==> config.mk <==
export PLATFORM = sky130hd
export DESIGN_NAME = enemy_event_detector_flat
export DESIGN_NICKNAME = d
export VERILOG_FILES = /design/src/rtl/enemy_event_detector_if.sv /design/src/rtl/enemy_event_detector.sv /design/src/flat_wrapper.sv
export SDC_FILE = /design/constraint.sdc
export NUM_CORES = 1
export LEC_CHECK = 0
export CAP_MARGIN = 20
export CORE_UTILIZATION = 19
export DETAILED_ROUTE_END_ITERATION = 16
export HOLD_SLACK_MARGIN = 0.03
export PLACE_DENSITY = 0.83
export SLEW_MARGIN = 20
export SYNTH_ARGS = -nofsm -noshare
export SYNTH_HDL_FRONTEND = slang
export SYNTH_SLANG_ARGS = --single-unit
==> constraint.sdc <==
create_clock -name clk -period 0.8 [get_ports clk]
set_input_delay 0.08 -clock clk [delete_from_list [all_inputs] [get_ports clk]]
set_output_delay 0.08 -clock clk [all_outputs]
set_load 0.03 [all_outputs]
==> src/rtl/enemy_event_detector_if.sv <==
// rtl/enemy_event_detector_if.sv - enemy-mover event bundle between detector and movers
//
// Purpose: groups the per-enemy event signals the detector produces for the
//          enemy move/collision instances.
// Signals:
//   changeDirection  [2:0]       enemy i touched a tower in the previous frame
//   dodgeBullet      [2:0]       enemy i is threatened by the player bullet
//   shotCollision    [2:0][2:0]  per enemy; bit0 = killed, bits[2:1] = 0
//   bulletHit                    1-cycle pulse: the bullet must be removed
// Modports: master = detector (drives), slave = movers (observe).

interface enemy_event_detector_if;
    logic [2:0]      changeDirection;
    logic [2:0]      dodgeBullet;
    logic [2:0][2:0] shotCollision;
    logic            bulletHit;

    modport master (
        output changeDirection,
        output dodgeBullet,
        output shotCollision,
        output bulletHit
    );

    modport slave (
        input changeDirection,
        input dodgeBullet,
        input shotCollision,
        input bulletHit
    );
endinterface

==> src/rtl/enemy_event_detector.sv <==
// rtl/enemy_event_detector.sv - per-frame enemy/tower, enemy/bullet overlap and bullet-threat detector
//
// Purpose: accumulates pixel overlaps over a frame, commits them at startOfFrame,
//          keeps sticky kill flags and (optionally) sweeps the three enemies for
//          bullet proximity once per frame.
// Ports:
//   clk, reset                 clock, asynchronous active-high reset
//   startOfFrame               1-cycle frame strobe (commit point)
//   pause                      freeze: no accumulation, no commit
//   restart_loc                clears the sticky kill flags
//   enemyDR[2:0], towerDR,
//   bulletDR                   draw requests of the current pixel
//   bulletActive, bulletX/Y    player bullet state (top-left)
//   enemyX/enemyY[2:0]         enemy top-left positions
//   ev (master)                changeDirection, dodgeBullet, shotCollision, bulletHit
// Configuration:
//   ENEMY_DODGE_EN defined   -> dodge FSM builds dodgeBullet (valid 4 cycles after SOF)
//   ENEMY_DODGE_EN undefined -> dodgeBullet tied to 3'b000

module enemy_event_detector #(
    parameter int N_ENEMIES = 3,
    parameter int ENEMY_W   = 32,
    parameter int BULLET_W  = 8,
    parameter int DODGE_X   = 40,
    parameter int DODGE_Y   = 96
) (
    input  logic                       clk,
    input  logic                       reset,
    input  logic                       startOfFrame,
    input  logic                       pause,
    input  logic                       restart_loc,
    input  logic [N_ENEMIES-1:0]       enemyDR,
    input  logic                       towerDR,
    input  logic                       bulletDR,
    input  logic                       bulletActive,
    input  logic [10:0]                bulletX,
    input  logic [10:0]                bulletY,
    input  logic [N_ENEMIES-1:0][10:0] enemyX,
    input  logic [N_ENEMIES-1:0][10:0] enemyY,
    enemy_event_detector_if.master     ev
);

    logic                 commit;
    logic [N_ENEMIES-1:0] tow_acc;
    logic [N_ENEMIES-1:0] hit_acc;
    logic [N_ENEMIES-1:0] killed;
    logic [N_ENEMIES-1:0] change_dir;
    logic                 bullet_hit;
    logic [N_ENEMIES-1:0] dead_mask;
    logic [N_ENEMIES-1:0] tow_pix;
    logic [N_ENEMIES-1:0] hit_pix;

    assign commit = startOfFrame & ~pause;

    // A pixel in the commit cycle belongs to the new frame, so it must already
    // see the kills that this commit is about to record.
    assign dead_mask = killed | (commit ? hit_acc : '0);
    assign tow_pix   = enemyDR & {N_ENEMIES{towerDR}}  & ~dead_mask;
    assign hit_pix   = enemyDR & {N_ENEMIES{bulletDR}} & ~dead_mask;

    always_ff @(posedge clk or posedge reset) begin
        if (reset) begin
            tow_acc    <= '0;
            hit_acc    <= '0;
            killed     <= '0;
            change_dir <= '0;
            bullet_hit <= 1'b0;
        end else begin
            // Only enemies alive before this commit can consume the bullet.
            bullet_hit <= commit & (|(hit_acc & ~killed));
            if (commit) begin
                change_dir <= tow_acc;
                tow_acc    <= tow_pix;
                hit_acc    <= hit_pix;
            end else if (!pause) begin
                tow_acc    <= tow_acc | tow_pix;
                hit_acc    <= hit_acc | hit_pix;
            end
            if (restart_loc) begin
                killed <= '0;
            end else if (commit) begin
                killed <= killed | hit_acc;
            end
        end
    end

    assign ev.changeDirection = change_dir;
    assign ev.bulletHit       = bullet_hit;

    always_comb begin
        ev.shotCollision = '0;
        for (int i = 0; i < N_ENEMIES; i++) begin
            ev.shotCollision[i] = {2'b00, killed[i]};
        end
    end

`ifdef ENEMY_DODGE_EN
    typedef enum logic [2:0] {
        S_IDLE,
        S_CHK0,
        S_CHK1,
        S_CHK2,
        S_DONE
    } state_t;

    state_t               state;
    logic [1:0]           sel;
    logic [N_ENEMIES-1:0] threat;
    logic [N_ENEMIES-1:0] dodge_q;
    logic [11:0]          ex;
    logic [11:0]          bx;
    logic signed [11:0]   dx_s;
    logic [11:0]          dx_abs;
    logic [11:0]          dy_u;
    logic                 threat_now;

    always_comb begin
        sel = 2'd0;
        case (state)
            S_CHK1:  sel = 2'd1;
            S_CHK2:  sel = 2'd2;
            default: sel = 2'd0;
        endcase
    end

    // 12-bit centres keep a sprite near X=2047 from wrapping onto the left edge.
    always_comb begin
        ex         = {1'b0, enemyX[sel]} + 12'(ENEMY_W / 2);
        bx         = {1'b0, bulletX} + 12'(BULLET_W / 2);
        dx_s       = $signed(bx - ex);
        dx_abs     = dx_s[11] ? 12'(-dx_s) : 12'(dx_s);
        dy_u       = {1'b0, bulletY} - ({1'b0, enemyY[sel]} + 12'(ENEMY_W));
        // dy_u[11] set means the bullet is above the enemy's bottom edge.
        threat_now = bulletActive & ~killed[sel] & (dx_abs <= 12'(DODGE_X))
                   & ~dy_u[11] & (dy_u <= 12'(DODGE_Y));
    end

    always_ff @(posedge clk or posedge reset) begin
        if (reset) begin
            state   <= S_IDLE;
            threat  <= '0;
            dodge_q <= '0;
        end else begin
            case (state)
                S_IDLE: begin
                    if (commit) begin
                        threat <= '0;
                        state  <= S_CHK0;
                    end
                end
                S_CHK0: begin
                    threat[sel] <= threat_now;
                    state       <= S_CHK1;
                end
                S_CHK1: begin
                    threat[sel] <= threat_now;
                    state       <= S_CHK2;
                end
                S_CHK2: begin
                    threat[sel] <= threat_now;
                    state       <= S_DONE;
                end
                S_DONE: begin
                    dodge_q <= threat;
                    state   <= S_IDLE;
                end
                default: state <= S_IDLE;
            endcase
        end
    end

    assign ev.dodgeBullet = dodge_q;
`else
    logic unused_dodge_inputs;
    assign unused_dodge_inputs = ^{bulletActive, bulletX, bulletY, enemyX, enemyY,
                                   BULLET_W, DODGE_X, DODGE_Y};
    assign ev.dodgeBullet = '0;
`endif

endmodule

==> src/flat_wrapper.sv <==
// flat-port wrapper written by rule: the top's interface ports become plain ports
module enemy_event_detector_flat 
#(
    parameter int N_ENEMIES = 3,
    parameter int ENEMY_W   = 32,
    parameter int BULLET_W  = 8,
    parameter int DODGE_X   = 40,
    parameter int DODGE_Y   = 96
)
  (clk, reset, startOfFrame, pause, restart_loc, enemyDR, towerDR, bulletDR, bulletActive, bulletX, bulletY, enemyX, enemyY, ev_changeDirection, ev_dodgeBullet, ev_shotCollision, ev_bulletHit);
  enemy_event_detector_if ev_i ();
  input  logic clk;
  input  logic reset;
  input  logic startOfFrame;
  input  logic pause;
  input  logic restart_loc;
  input  logic [N_ENEMIES-1:0] enemyDR;
  input  logic towerDR;
  input  logic bulletDR;
  input  logic bulletActive;
  input  logic [10:0] bulletX;
  input  logic [10:0] bulletY;
  input  logic [N_ENEMIES-1:0][10:0] enemyX;
  input  logic [N_ENEMIES-1:0][10:0] enemyY;
  output wire logic [$bits(ev_i.changeDirection)-1:0] ev_changeDirection;
  output wire logic [$bits(ev_i.dodgeBullet)-1:0] ev_dodgeBullet;
  output wire logic [$bits(ev_i.shotCollision)-1:0] ev_shotCollision;
  output wire logic [$bits(ev_i.bulletHit)-1:0] ev_bulletHit;
  assign ev_changeDirection = ev_i.changeDirection;
  assign ev_dodgeBullet = ev_i.dodgeBullet;
  assign ev_shotCollision = ev_i.shotCollision;
  assign ev_bulletHit = ev_i.bulletHit;
  enemy_event_detector #(.N_ENEMIES(N_ENEMIES), .ENEMY_W(ENEMY_W), .BULLET_W(BULLET_W), .DODGE_X(DODGE_X), .DODGE_Y(DODGE_Y)) u_core (.clk(clk), .reset(reset), .startOfFrame(startOfFrame), .pause(pause), .restart_loc(restart_loc), .enemyDR(enemyDR), .towerDR(towerDR), .bulletDR(bulletDR), .bulletActive(bulletActive), .bulletX(bulletX), .bulletY(bulletY), .enemyX(enemyX), .enemyY(enemyY), .ev(ev_i));
endmodule
==> results.md, run 1 <==
- The routed layout has 488 vias.
- The xor and xnor area share after synthesis is 0.
- The initial antenna violation count was 0.
- The die extent in x is 61.1 um.
- After clock tree synthesis, the clock-pin slew on the worst setup and hold paths is 0.08 ns.
- The estimated wirelength of the detail-placed design is 1070 um.
- Setup violations remaining at the end of the flow were counted as 17.
- Routability-driven placement finished with a final weighted congestion of 0.798.
- Clock tree synthesis inserted a total of 3 buffers.
- IR analysis of the VDD net gives a maximum drop of 0.859 mV.
- The average size of a mapped cell is 12.3 um^2.
- The final number of hold-violating endpoints is 0.
- Of the total synthesized cell area, the portion taken by AND, OR, NAND and NOR gates is 0.185.
- Summing all multi-input logic gate instances after layout gives 290 um^2.
- The shortest period the worst path allows is 1.01 ns.
- The wire length the detailed router placed on met1 is 554 um.
- During I/O placement, the number of pins put on the boundary was 115.
- In this run the vertical extent of the chip is 61.1 um.
- The clock passes through at most 2 buffers.
- Entering global routing, the biggest net connects 14 pins.
- The top routing layer in use is met4.
- The power per cell area is 2110 nW/um^2.
- The portion of synthesized area spent on multiplexers is 0.0678.
- The min-delay analysis places its worst path in the category in -> async.
- The mean number of vias per cell is 3.67.
- The fraction of the mapped netlist area in compound gates is 0.111.
- The routed design uses 689 um of met2 wire.
- In the synthesized netlist, the number of instances is 54.
- Sorting the synthesized cells by area gives the leading types as sky130_fd_sc_hd__dfrtp_1 49%, sky130_fd_sc_hd__and4bb_2 11%, sky130_fd_sc_hd__buf_4 10%, sky130_fd_sc_hd__mux2_4 6.8%, sky130_fd_sc_hd__a22o_2 4.5%.
- The setup TNS after final layout is -2.54 ns.
- For this run, the number of standard cells in the final layout without fillers is 133.
- The number of library cell types mapped by synthesis is 13.
- The later pin in the worst-skew pair is clocked with a latency of 0.28 ns.
- The slack of the critical path is -0.212 ns.
- The arrival time of the worst setup path is 0.93 ns.
- The initial core utilization is 0.199.
- The via count of the first global-routing pass was 485.
- The checks that failed: negative setup slack.
- The maximum level of the CTS H-tree is 1.
- The count of input and output buffers is 16.
- The largest family of logic cells by synthesized area is simple AND/OR/NAND/NOR gates.
- The master of the slowest instance on the critical path is sky130_fd_sc_hd__dfrtp_2.
- The share of synthesized area in the top cell type comes to 0.490.
- The net count of the finished layout is 187.
- The number of max-slew violations in the final report is 0.
- After detailed routing, the average wire length per cell comes to 10.2 um.
- The total power draw is 2.19 mW.
- Together, buffers and inverters on the worst path number 2.
- The wire length of the first global-routing pass is 2110 um.
- The tree is rooted in a sky130_fd_sc_hd__clkbuf_4.
- The delay of the slowest cell on the worst path is 0.42 ns.
- Dividing the final minimum period by the clock period gives 1.27.
- The number of inserted diodes is 0.
- The cell count after placement is 123.
- The total overflow left after global routing is 0.
- Based on the critical path, the design can be clocked at up to 0.988 GHz.
- The number of rows created at floorplan is 21.
- The leakage component of the power is 0.476 nW.
- The combined global-route utilization of all metal layers is 0.0791.
- The number of filler instances in the final layout is 348.
- After detailed routing, the number of remaining DRC violations is 0.
- The synthesized cell area is 664 um^2.
- The kind of critical path is reg -> out.
- Setup repair after global routing could not meet its margin everywhere.
- The sort of element at the start of the critical path is a register.
- Hold is met by 0.105 ns.
- The type of destination of the critical path is an output port.
- The sequential-to-total area share from yosys stat is 0.490.
- Of the total synthesized cell area, the portion taken by full adders, half adders and majority gates is 0.
- The region available for standard cell placement spans 3340 um^2.
- The largest area contributor in the synthesized netlist is sky130_fd_sc_hd__dfrtp_1.
- In this run the remaining antenna-violating nets after routing total 0.
- The first detailed-routing pass took 4 iterations.
- The flow ran to the end, but the final reports show violations.
- By instance count, the cell type seen most on the critical path is sky130_fd_sc_hd__buf_6.
- In the final layout, the share of cells above drive strength 1 is 0.517.
- Walking the worst path, the cells encountered are buf_6 -> buf_6.
- The synthesis-to-finish area growth is 56.5%.
- The number of maximum-capacitance violations is 0.
- The area of the die is 3740 um^2.
- The clock net in this run drives a total of 13 sinks.
- For the worst setup path, the data required time is 0.72 ns.
- Summing all flip-flop and latch instances after layout gives 333 um^2.
- The total wire length after detailed routing is 1350 um.
- TritonCTS built the clock tree.
- In this run the worst path has a maximum fanout of 2.
- The largest delay contributor family on the critical path is flip-flops.
- The met3 wire length is 83 um.
- The register bit total from synthesis is 13.
- On the final layout, the worst clock skew is 0.00740 ns.
- The number of DRC markers after the initial detailed-route iteration is 11.
- The number of warnings printed during yosys synthesis is 0.
-- cell type report --
cell class | count | area share
clock buffer | 4 | 0.0253
inverter | 4 | 0.0144
multi-input combinational | 35 | 0.279
sequential | 13 | 0.320
tap | 46 | 0.0554
timing repair buffer | 31 | 0.306
-- repair_timing --
action | in CTS | in global routing
resized for setup | 18 | 1
hold buffers | 0 | 0
endpoints found under the setup margin | 19 | 17
pin swaps | 1 | 1
buffers inserted | 6 | 0
-- registers in the layout (all words and copies together) (netlist names) --
name,flops
u_core.hit_acc,3
u_core.killed,3
u_core.tow_acc,3
u_core.ev.changeDirection,3
u_core.ev.bulletHit,1
-- cell usage after synthesis, drive strengths merged --
cell,n
and4bb,6
conb,1
nand2b,4
buf,10
o21a,3
mux2,3
a21oi,3
dfrtp,13
a31oi,1
nand3b,3
inv,4
a22o,3
-- report_power, final --
| group | internal (mW) | switching [mW] |
|---|---|---|
| registers | 0.801 | 0.0901 |
| logic | 0.514 | 0.381 |
| clock network | 0.194 | 0.214 |
-- routing by layer --
metal	track usage	vias to the layer above
li1	-	236
met1	0.0874	231
met2	0.132	17
met3	0.0378	4
met4	0.0292	0
met5	0	-
-- metrics by stage --
| step | utilization | setup slack, ns | area (um^2) |
|---|---|---|---|
| floorplan | - | -0.214 | 702 |
| global placement | 0.271 | -0.496 | 903 |
| detailed placement | 0.271 | -0.524 | 903 |
| CTS | 0.310 | -0.223 | 1040 |
| global route | 0.312 | -0.247 | 1040 |
| finish | 0.312 | -0.212 | 1040 |
-- logic make-up after synthesis --
kind of cell           count (synthesis)
muxes                                  3
other                                  1
and+or+nand+nor                       13
DFF                                   13
AOI/OAI and AO/OA                     10
buffers and inverters                 14
-- cell usage in the layout (no fill, tap or decap), types with 2 or more instances in the layout --
cell type | Yosys | final
sky130_fd_sc_hd__a22o_2 | 3 | 3
sky130_fd_sc_hd__o21a_1 | 3 | 3
sky130_fd_sc_hd__clkbuf_4 | 0 | 3
sky130_fd_sc_hd__clkdlybuf4s50_1 | 0 | 7
sky130_fd_sc_hd__buf_6 | 1 | 14
sky130_fd_sc_hd__dfrtp_2 | 0 | 6
sky130_fd_sc_hd__nand2b_4 | 0 | 2
sky130_fd_sc_hd__and4bb_2 | 6 | 6
sky130_fd_sc_hd__nand2b_1 | 4 | 2
sky130_fd_sc_hd__buf_4 | 9 | 7
sky130_fd_sc_hd__dlygate4sd2_1 | 0 | 2
sky130_fd_sc_hd__dfrtp_1 | 13 | 7
sky130_fd_sc_hd__inv_1 | 4 | 4
sky130_fd_sc_hd__conb_1 | 1 | 9
sky130_fd_sc_hd__nand3b_1 | 3 | 3
sky130_fd_sc_hd__a21oi_1 | 3 | 3
sky130_fd_sc_hd__mux2_4 | 3 | 3
-- worst paths after layout --
| path | from | endpoint | slack, ns | cells after the start |
|---|---|---|---|---|
| worst max-delay path | u_core.killed[1] | ev_shotCollision[3] | -0.21 | 2 |
| max in group asynchronous | reset | u_core.killed[1] | 0.56 | 3 |
| worst min-delay path | reset | u_core.tow_acc[0] | 0.11 | 3 |
| worst max register to register | u_core.killed[0] | u_core.tow_acc[0] | -0.19 | 3 |
| worst min register to register | u_core.tow_acc[1] | u_core.ev.changeDirection[1] | 0.52 | 1 |
| min in group clk | pause | u_core.ev.bulletHit | 0.29 | 3 |
-- tightest hold or removal path: stages --
cell and delay (ns):
sky130_fd_sc_hd__clkdlybuf4s50_1 0.40, sky130_fd_sc_hd__inv_1 0.10, sky130_fd_sc_hd__buf_12 0.15
Power figures use the tool's default switching activity.
==> inputs of run 2 (changes only) <==
--- a/constraint.sdc
+++ b/constraint.sdc
@@ -3,2 +3,2 @@
 set_output_delay 0.08 -clock clk [all_outputs]
-set_load 0.03 [all_outputs]
+set_load 0.05 [all_outputs]
==> results.md, run 2 (synthesized netlist as in run 1, its figures left out) <==
- Result of the run: finished with violations (unchanged).
- Violations in the final reports: negative setup slack (unchanged).
- The maximum level of the CTS H-tree was 1 (unchanged).
- The peak ir drop on the vdd network is 0.666 mV (was 0.859 mV).
- The proportion of power drawn by the clock network is 0.153 (was 0.186).
- The setup violation total in the final timing report is 17 (unchanged).
- The number of clock sinks is 13 (unchanged).
- The detailed-route wire length per cell is 11.5 um (was 10.2 um).
- The final antenna-violating net count was 0 (unchanged).
- The die outline height came to 61.1 um (unchanged).
- The number of DRC markers after the initial detailed-route iteration is 4 (was 11).
- The initial antenna violation count is 0 (unchanged).
- Highest-count cells in the layout ignoring fill and taps: 13 x sky130_fd_sc_hd__buf_6, 9 x sky130_fd_sc_hd__conb_1, 8 x sky130_fd_sc_hd__buf_12, 7 x sky130_fd_sc_hd__clkdlybuf4s50_1, 7 x sky130_fd_sc_hd__dfrtp_1 (was 14 x sky130_fd_sc_hd__buf_6, 9 x sky130_fd_sc_hd__conb_1, 7 x sky130_fd_sc_hd__clkdlybuf4s50_1, 7 x sky130_fd_sc_hd__buf_4, 7 x sky130_fd_sc_hd__dfrtp_1).
- The count of input and output buffers is 16 (unchanged).
- The net count of the finished layout is 191 (was 187).
- The clock root buffer was sky130_fd_sc_hd__clkbuf_4 (unchanged).
- The startpoint of the worst setup timing path is u_core.killed[0] (was u_core.killed[1]).
- The met1 usage in global routing came to 0.105 (was 0.0874).
- The top achievable clock speed is 0.962 GHz (was 0.988 GHz).
- The worst clock skew was 0.00309 ns (was 0.00740 ns).
- Setup repair after global routing missed its margin: true (unchanged).
- The startpoint of the lowest-slack register-to-register path is u_core.ev.changeDirection[2] (was u_core.killed[0]).
- The total clock buffers created by CTS is 3 (unchanged).
- The initial core utilization is 0.199 (unchanged).
- The terminus of the critical flop-to-flop path was u_core.ev.changeDirection[2] (was u_core.tow_acc[0]).
- The number of filler instances in the final layout is 335 (was 348).
- The number of I/O pins is 115 (unchanged).
- The count of vias placed by the detailed router is 531 (was 488).
- The setup slack of the worst register-to-register path is -0.21 ns (was -0.19 ns).
- The setup TNS after final layout is -3.12 ns (was -2.54 ns).
- The final number of hold-violating endpoints came to 0 (unchanged).
- The area occupied by registers came to 333 um^2 (unchanged).
- The kind of critical path is reg -> out (unchanged).
- The wire length of the first global-routing pass was 2490 um (was 2110 um).
- The final estimated routing congestion in global placement is 0.807 (was 0.798).
- The required time at the worst-slack endpoint is 0.72 ns (about the same).
- The type of the most critical hold path is in -> async (unchanged).
- The combinational share of power is 0.513 (was 0.408).
- The post-route fraction of the period consumed by the critical path is 1.30 (was 1.27).
- The slack of the critical path came to -0.240 ns (was -0.212 ns).
- The number of detailed-routing iterations run before antenna repair came to 4 (unchanged).
- The met2 routing resource usage after global routing is 0.154 (was 0.132).
- The mean number of vias per cell is 3.88 (was 3.67).
- The leakage component of the power is 0.525 nW (was 0.476 nW).
- The combined global-route utilization of all metal layers was 0.0955 (was 0.0791).
- The share of post-route cells with drive strength above 1 was 0.571 (was 0.517).
- The die extent in x was 61.1 um (unchanged).
- The area after detailed placement is 1010 um^2 (was 903 um^2).
- The worst-case clock buffer depth is 2 (unchanged).
- The number of remaining DRC errors is 0 (unchanged).
- The cell internal power dissipation is 1.75 mW (was 1.51 mW).
- The total wire length after detailed routing was 1570 um (was 1350 um).
- The synthesis-to-finish area growth is 78.2% (was 56.5%).
- The via count of the first global-routing pass is 534 (was 485).
- The clock transition at the registers of the reported paths is 0.08 ns (about the same).
- The worst hold margin is 0.110 ns (was 0.105 ns).
- The placeable core region was 3340 um^2 (unchanged).
- The share of total power consumed by net switching is 0.346 (was 0.312).
- The area of the multi-input gates is 320 um^2 (was 290 um^2).
- The total power draw is 2.68 mW (was 2.19 mW).
- The busiest metal layer after global routing is met2 (unchanged).
- The power per cell area is 2260 nW/um^2 (was 2110 nW/um^2).
- The share of power burned in registers is 0.334 (was 0.406).
- The insertion delay to the later sink of the worst-skew pair is 0.28 ns (about the same).
- The sort of element at the start of the critical path is a register (unchanged).
- The number of inserted diodes is 0 (unchanged).
- The final design area excluding fillers is 1180 um^2 (was 1040 um^2).
- The commonest non-fill, non-tap cell in the layout was sky130_fd_sc_hd__buf_6 (unchanged).
- The worst setup path endpoint is ev_shotCollision[0] (was ev_shotCollision[3]).
- The net switching power is 0.928 mW (was 0.685 mW).
- The area of the die came to 3740 um^2 (unchanged).
- The maximum number of pins on one net before global-route repair was 14 (unchanged).
- The number of rows created at floorplan is 21 (unchanged).
- The arrival time of the worst setup path is 0.96 ns (was 0.93 ns).
- The met3 track demand over resource came to 0.0399 (was 0.0378).
- The shortest period the worst path allows is 1.04 ns (was 1.01 ns).
- The number of max-slew violations in the final report is 0 (unchanged).
- The CTS tree is yes (unchanged).
- The type of destination of the critical path is an output port (unchanged).
- The aggregate global routing overflow is 0 (unchanged).
- The estimated wirelength of the detail-placed design is 1120 um (was 1070 um).
- The cell count of the worst reg-to-reg path is 3 (unchanged).
- The maximum fanout count along the critical path was 2 (unchanged).
- The number of maximum-capacitance violations is 0 (unchanged).
run 2: changes by cell type in the layout (fill, tap and decap cells not counted):
cell and delta:
sky130_fd_sc_hd__buf_6 -1, sky130_fd_sc_hd__nand2b_1 -2, sky130_fd_sc_hd__buf_12 +7, sky130_fd_sc_hd__buf_4 -2, sky130_fd_sc_hd__a31oi_1 -1, sky130_fd_sc_hd__a31oi_4 +1, sky130_fd_sc_hd__nand2b_4 +2
run 2: area by class of cell:
class,count,share of cell area
clock buffer,4,0.0222
inverter,4,0.0127
sequential,13,0.281
tap,46,0.0486
multi-input combinational,35,0.271
timing repair buffer,35,0.365
run 2: power by group through the flow:
| stage | Sequential [mW] | Combinational [mW] | Clock, mW |
|---|---|---|---|
| 2_1_floorplan | 1.10 | 0.355 | 0 |
| 3_3_place_gp | 0.887 | 1.06 | 0 |
| 3_5_place_dp | 0.901 | 1.08 | 0 |
| 4_1_cts | 0.889 | 1.27 | 0.424 |
| 5_1_grt | 0.916 | 1.45 | 0.451 |
| 6_report | 0.895 | 1.37 | 0.410 |
run 2: worst min-delay path by stage:
stage / start / end / slack, ns / cells past startpoint
after floorplan: reset / u_core.ev.bulletHit / -0.04 / 1
after global placement: reset / u_core.ev.bulletHit / 0.41 / 3
after detailed placement: reset / u_core.ev.bulletHit / 0.40 / 3
after CTS: reset / u_core.ev.bulletHit / 0.10 / 3
after global routing: reset / u_core.ev.changeDirection[0] / 0.12 / 3
final: reset / u_core.ev.bulletHit / 0.11 / 3
run 2: worst max-delay path: stages (launching register included):
cell	delay [ns]
sky130_fd_sc_hd__dfrtp_2	0.42
sky130_fd_sc_hd__buf_6	0.12
sky130_fd_sc_hd__buf_12	0.14
run 2: per-layer routing:
layer  vias to the layer above  wire length (um)
met5                         -                 0
met4                         0                45
met3                         6                92
met2                        18               830
met1                       261               602
li1                        246                 -
run 2: metrics by stage:
step / setup WS, ns / util / cells
final: -0.240 / 0.355 / 137
after global routing: -0.271 / 0.355 / 137
after CTS: -0.245 / 0.342 / 136
after detailed placement: -0.510 / 0.304 / 126
after global placement: -0.494 / 0.304 / 126
after floorplan: -0.294 / - / 62
run 2: repair_timing:
| action | CTS | global route |
|---|---|---|
| setup endpoints to repair | 19 | 19 |
| cloned | 0 | 0 |
| hold buffers | 0 | 0 |
| resized for setup | 16 | 6 |
| pin swaps | 4 | 1 |
| setup buffers | 6 | 1 |
==> RTL edit 1, RTL diff (config.mk and constraints of run 1) <==
Build with the macro `ENEMY_DODGE_EN` defined.
--- a/src/rtl/enemy_event_detector.sv
+++ b/src/rtl/enemy_event_detector.sv
@@ -16,6 +16,8 @@
 // Configuration:
 //   ENEMY_DODGE_EN defined   -> dodge FSM builds dodgeBullet (valid 4 cycles after SOF)
 //   ENEMY_DODGE_EN undefined -> dodgeBullet tied to 3'b000
+
+`define ENEMY_DODGE_EN
 
 module enemy_event_detector #(
     parameter int N_ENEMIES = 3,
Formal check against the unedited RTL: not equivalent (Yosys sat finds a counterexample within 10 cycles, from zero or initial values and one cycle with reset high).
==> RTL edit 1 against run 1 <==
  * The flow finishes with violations (DRC, setup timing)
  * Cell area rose to 5.1 times the old value
  * Routed wire length rose to 6.7 times the old value
  * Area after synthesis rose to 4.4 times the old value
  * Via count rose to 6.5 times the old value
  * Worst setup slack got worse by 2.5 ns
  * Critical path depth rose by 12
  * Sequential cell count rose by 9
  * Total power rose to 9.0 times the old value
==> RTL edit 1: results (changes against run 1) <==
Clock tree
  – CTS Root Buffer Type: clkbuf_16
  – Clock-pin slew on the worst setup and hold paths: 0.06 ns (-0.02 ns)
  – Skew-Pair Late Insertion Delay: 0.25 ns (-0.03 ns)

Layout
  – Fraction of layout cells with a size suffix above 1: 26.50% (-25 points)
  – Number of fill cells: 1467 (+320%)
  – Finished Core Util: 35.90% (+4.7 points)

Placed design
  – Routability cong.: 0.8376 (+5.0%)
  – Dpl cells: 711 (+480%)
  – IO Port Bufs: 108 (+92)

Drt
  – Routed vias: 3152 (+550%)
  – Drt first pass iters: 11 (+7)
  – Metal-1 WL: 3715 um (+570%)
  – DR WL met2: 5058 um (+630%)
  – Remaining DRCs: 6 (+6)
  – Vias per cell: 4.288 (+17%)
  – WL/cell: 12.41 um (+22%)

Yosys
  – Distinct cell type count after synthesis: 53 (+40)
  – Area fraction in compound gates after synthesis: 21.67% (+11 points)
  – Post-synthesis mux area share: 9.823% (+3.0 points)
  – Synth Area in XOR/XNOR: 3.619% (+3.6 points)
  – Synth Area in Adders: 19.47% (+19 points)
  – Synth area leaders: dfrtp_1 (19%), ha_1 (18%), mux2i_1 (8.3%)
  – Commonest cells in the netlist: inv_1 (55), ha_1 (42), nand2_1 (39)
  – Post-Synthesis Cells: 367 (+580%)

Outcome
  – Failing checks: DRC, setup timing
  – Status: complete, but fails checks

GRT
  – Gr usage total: 11.37% (+3.5 points)
  – First-pass GRT wire length: 14790 um (+600%)
  – Global-route track usage on met1: 12.53% (+3.8 points)
  – Grt met3 use: 0.8921% (-2.9 points)
  – Largest net degree at the start of global routing: 23 (+9)
  – Met2 global-route usage: 23.24% (+10 points)
  – Vias in the first global route: 3267 (+570%)

Timing
  – Final setup fails: 29 (+12)
  – Fin Hold WS: 0.1625 ns (+0.05719 ns)
  – Setup WS post-layout: -2.673 ns (-2.461 ns)
  – Worst Clk Skew: 0.005264 ns (-0.002139 ns)
  – Setup TNS Final: -15.41 ns (-12.87 ns)

Worst setup path
  – Worst R2R End: u_core.threat[1]
  – Critical Path Start: u_core.state[0]
  – R2R depth: 14 (+11)
  – CP max FO: 7 (+5)
  – Worst setup path endpoint: u_core.threat[1]

Power and ir drop
  – Pleak: 2.488 nW (+420%)
  – Net Sw Power: 8.593 mW (+1200%)

Hold path
  – HP Class: primary input to async pin
## RTL edit 1: changes by cell type after synthesis, sizes merged, moves of 8 or more
cell / before / now
a21o: 0 / 8
a21oi: 3 / 28
dfrtp: 13 / 22
ha: 0 / 42
inv: 4 / 55
mux2i: 0 / 24
nand2: 0 / 39
nor2: 0 / 24
o21ai: 0 / 19
xnor2: 0 / 8
## RTL edit 1: critical path, cell delays in order (launching register included)
cell	delay (ns)
dfrtp_2	0.46
buf_4	0.16
buf_6	0.10
mux2i_1	0.13
nor2_1	0.05
a21oi_1	0.12
ha_1	0.28
fa_2	0.37
a21o_1	0.19
a221o_1	0.31
a21o_1	0.16
a211o_1	0.28
a2111oi_4	0.31
o2111ai_2	0.21
o31ai_2	0.24
## RTL edit 1: area by class of cell
class	count	share of cell area [%]
well taps	184	4.362
flip-flops and latches	22	10.57
repair buffers	191	35.14
inverters	55	3.912
multi-input cells	279	44.03
clock inverters	1	0.5690
clock buffers	3	1.422
==> RTL edit 2, RTL diff (config.mk and constraints of run 1) <==
Without the edit above. Add an input register stage for `startOfFrame`, `pause`, `restart_loc`, `enemyDR`, `towerDR` and `bulletDR`, with the module's reset; this delays them by one clock. The other inputs are not delayed to match. Comments in the files are not updated.
--- a/src/rtl/enemy_event_detector.sv
+++ b/src/rtl/enemy_event_detector.sv
@@ -40,6 +40,31 @@
     enemy_event_detector_if.master     ev
 );
 
+    logic startOfFrame_q;
+    logic pause_q;
+    logic restart_loc_q;
+    logic [N_ENEMIES-1:0] enemyDR_q;
+    logic towerDR_q;
+    logic bulletDR_q;
+
+    always_ff @(posedge clk or posedge reset) begin
+        if (reset) begin
+            startOfFrame_q <= '0;
+            pause_q        <= '0;
+            restart_loc_q  <= '0;
+            enemyDR_q      <= '0;
+            towerDR_q      <= '0;
+            bulletDR_q     <= '0;
+        end else begin
+            startOfFrame_q <= startOfFrame;
+            pause_q        <= pause;
+            restart_loc_q  <= restart_loc;
+            enemyDR_q      <= enemyDR;
+            towerDR_q      <= towerDR;
+            bulletDR_q     <= bulletDR;
+        end
+    end
+
     logic                 commit;
     logic [N_ENEMIES-1:0] tow_acc;
     logic [N_ENEMIES-1:0] hit_acc;
@@ -50,13 +75,13 @@
     logic [N_ENEMIES-1:0] tow_pix;
     logic [N_ENEMIES-1:0] hit_pix;
 
-    assign commit = startOfFrame & ~pause;
+    assign commit = startOfFrame_q & ~pause_q;
 
     // A pixel in the commit cycle belongs to the new frame, so it must already
     // see the kills that this commit is about to record.
     assign dead_mask = killed | (commit ? hit_acc : '0);
-    assign tow_pix   = enemyDR & {N_ENEMIES{towerDR}}  & ~dead_mask;
-    assign hit_pix   = enemyDR & {N_ENEMIES{bulletDR}} & ~dead_mask;
+    assign tow_pix   = enemyDR_q & {N_ENEMIES{towerDR_q}}  & ~dead_mask;
+    assign hit_pix   = enemyDR_q & {N_ENEMIES{bulletDR_q}} & ~dead_mask;
 
     always_ff @(posedge clk or posedge reset) begin
         if (reset) begin
@@ -72,11 +97,11 @@
                 change_dir <= tow_acc;
                 tow_acc    <= tow_pix;
                 hit_acc    <= hit_pix;
-            end else if (!pause) begin
+            end else if (!pause_q) begin
                 tow_acc    <= tow_acc | tow_pix;
                 hit_acc    <= hit_acc | hit_pix;
             end
-            if (restart_loc) begin
+            if (restart_loc_q) begin
                 killed <= '0;
             end else if (commit) begin
                 killed <= killed | hit_acc;
Function: changed (Yosys sat finds a counterexample within 4 cycles, from zero or initial values and one cycle with reset high).
==> RTL edit 2 against run 1 <==
  * The run still ends with setup timing left
  * Cell area grew 16%
  * Clock skew shrank 0.0042 ns
  * Routed wire length up 6.9%
  * Worst setup slack got worse by 0.067 ns
  * Critical path depth unchanged
  * Total power is 26% higher
  * Count of clock-buffer cells in the layout fell by 1
  * Sequential cell count rose by 8
  * Area after synthesis is 30% higher
  * Largest power group is now registers
  * Register-to-register slack worse by 0.09 ns
  * Via count rose by 7.8%
  * Sequential share of layout area increased by 12 points
==> RTL edit 2: results (changes against run 1) <==
GRT
  – First-pass GRT wire length: 2546 um (+21%)
  – Largest net degree at the start of global routing: 22 (+8)
  – Vias in the first global route: 552 (+14%)

Worst setup path
  – Reg-to-Reg Start: u_core.pause_q
  – Worst EP arrival: 1.22 ns (+0.29 ns)
  – CP max FO: 10 (+8)
  – Worst R2R End: u_core.ev.changeDirection[1]
  – R2R depth: 2 (-1)

Placed design
  – Final HPWL DP: 1044 um (-2.8%)
  – Routability cong.: 0.7437 (-6.8%)
  – Post-place setup slack: -0.3073 ns (+0.2165 ns)
  – Dpl cells: 132 (+7.3%)

Drt
  – WL final: 1447 um (+6.9%)
  – DR WL met2: 581 um (-16%)
  – WL/cell: 10.26 um (+0.88%)
  – Routed wl met3: 110 um (+33%)
  – Metal-1 WL: 748 um (+35%)
  – Vias per cell: 3.730 (+1.7%)

Power and ir drop
  – Pleak: 0.5446 nW (+14%)
  – VDD IR max: 1165 uV (+36%)

Outcome
  – Failing checks: setup timing
  – Status: complete, but fails checks

Timing
  – Fin Hold WS: 0.1533 ns (+0.04803 ns)
  – Final setup fails: 20 (+3)
  – Setup WS post-layout: -0.2789 ns (-0.06669 ns)

Yosys
  – Post-synthesis mux area share: 5.210% (-1.6 points)
  – Area fraction in compound gates after synthesis: 8.538% (-2.6 points)
  – Synth area leaders: dfrtp_1 (61%), and4bb_2 (8.7%), buf_4 (7.8%)
  – Post-Synthesis Cells: 62 (+15%)

Layout
  – Number of fill cells: 444 (+28%)

Clock tree
  – CTS Root Buffer Type: clkbuf_8
## RTL edit 2: cell types whose count changed in the layout (fill, tap and decap cells not counted), moves of 2 or more
cell and change:
clkbuf_4 -3, buf_6 -3, dfrtp_2 -2, dfrtp_1 +10, clkdlybuf4s50_1 +2, clkbuf_8 +3
dlygate4sd2_1 -2, buf_4 -3
## RTL edit 2: power by group
part           internal [mW]  leakage (nW)  switching [mW]
clock                  0.346        0.0255           0.318
sequential              1.22         0.253           0.118
combinational          0.423         0.266           0.338
total                   1.99         0.545           0.774
## RTL edit 2: per-layer routing
layer  vias to the layer above  GRT usage (%)
met4                         0          2.041
met5                         -              0
met2                        27          9.169
met3                         2          3.198
met1                       245          9.384
li1                        252              -
## RTL edit 2: per-stage QoR
stage                     setup TNS [ns]  cell area (um2)
after CTS                         -3.393             1204
final                             -3.320             1207
after floorplan                   -2.109            905.9
after global placement            -2.300             1077
after detailed placement          -2.719             1077
after global routing              -4.117             1207
## RTL edit 2: area by class of cell
class	count	area [um2]	share of cell area, %
repair buffers	25	264.0	21.87
clock buffers	3	41.29	3.420
clock inverters	1	5.005	0.4145
inverters	4	15.01	1.244
well taps	52	65.06	5.389
multi-input cells	35	286.5	23.73
flip-flops and latches	21	530.5	43.94
## RTL edit 2: cell families after synthesis
family	Yosys count
flip-flops	21
buffers and inverters	14
AND/OR/NAND/NOR	13
AO/OA/AOI/OAI	10
multiplexers	3
other	1
## RTL edit 2: worst max-delay path by stage
| stage | from | endpoint | depth (start not counted) | slack (ns) |
|---|---|---|---|---|
| finish | u_core.pause_q | u_core.ev.changeDirection[1] | 2 | -0.28 |
| global route | u_core.pause_q | u_core.ev.changeDirection[1] | 2 | -0.31 |
| detailed placement | u_core.pause_q | u_core.ev.changeDirection[1] | 2 | -0.31 |
| floorplan | u_core.pause_q | u_core.ev.changeDirection[0] | 3 | -0.28 |
| CTS | u_core.pause_q | u_core.ev.changeDirection[1] | 2 | -0.28 |
| global placement | u_core.pause_q | u_core.ev.changeDirection[2] | 2 | -0.27 |
## RTL edit 2: timing repair
| item | 4_1_cts | 5_1_grt |
|---|---|---|
| pin swaps | 2 | 1 |
| buffers inserted | 5 | 0 |
| endpoints found under the setup margin | 20 | 20 |
| gates resized for setup | 12 | 1 |
## RTL edit 2: worst max-delay path: stages (launching register included)
cell	delay [ns]
dfrtp_2	0.46
nand2b_4	0.20
mux2_4	0.30
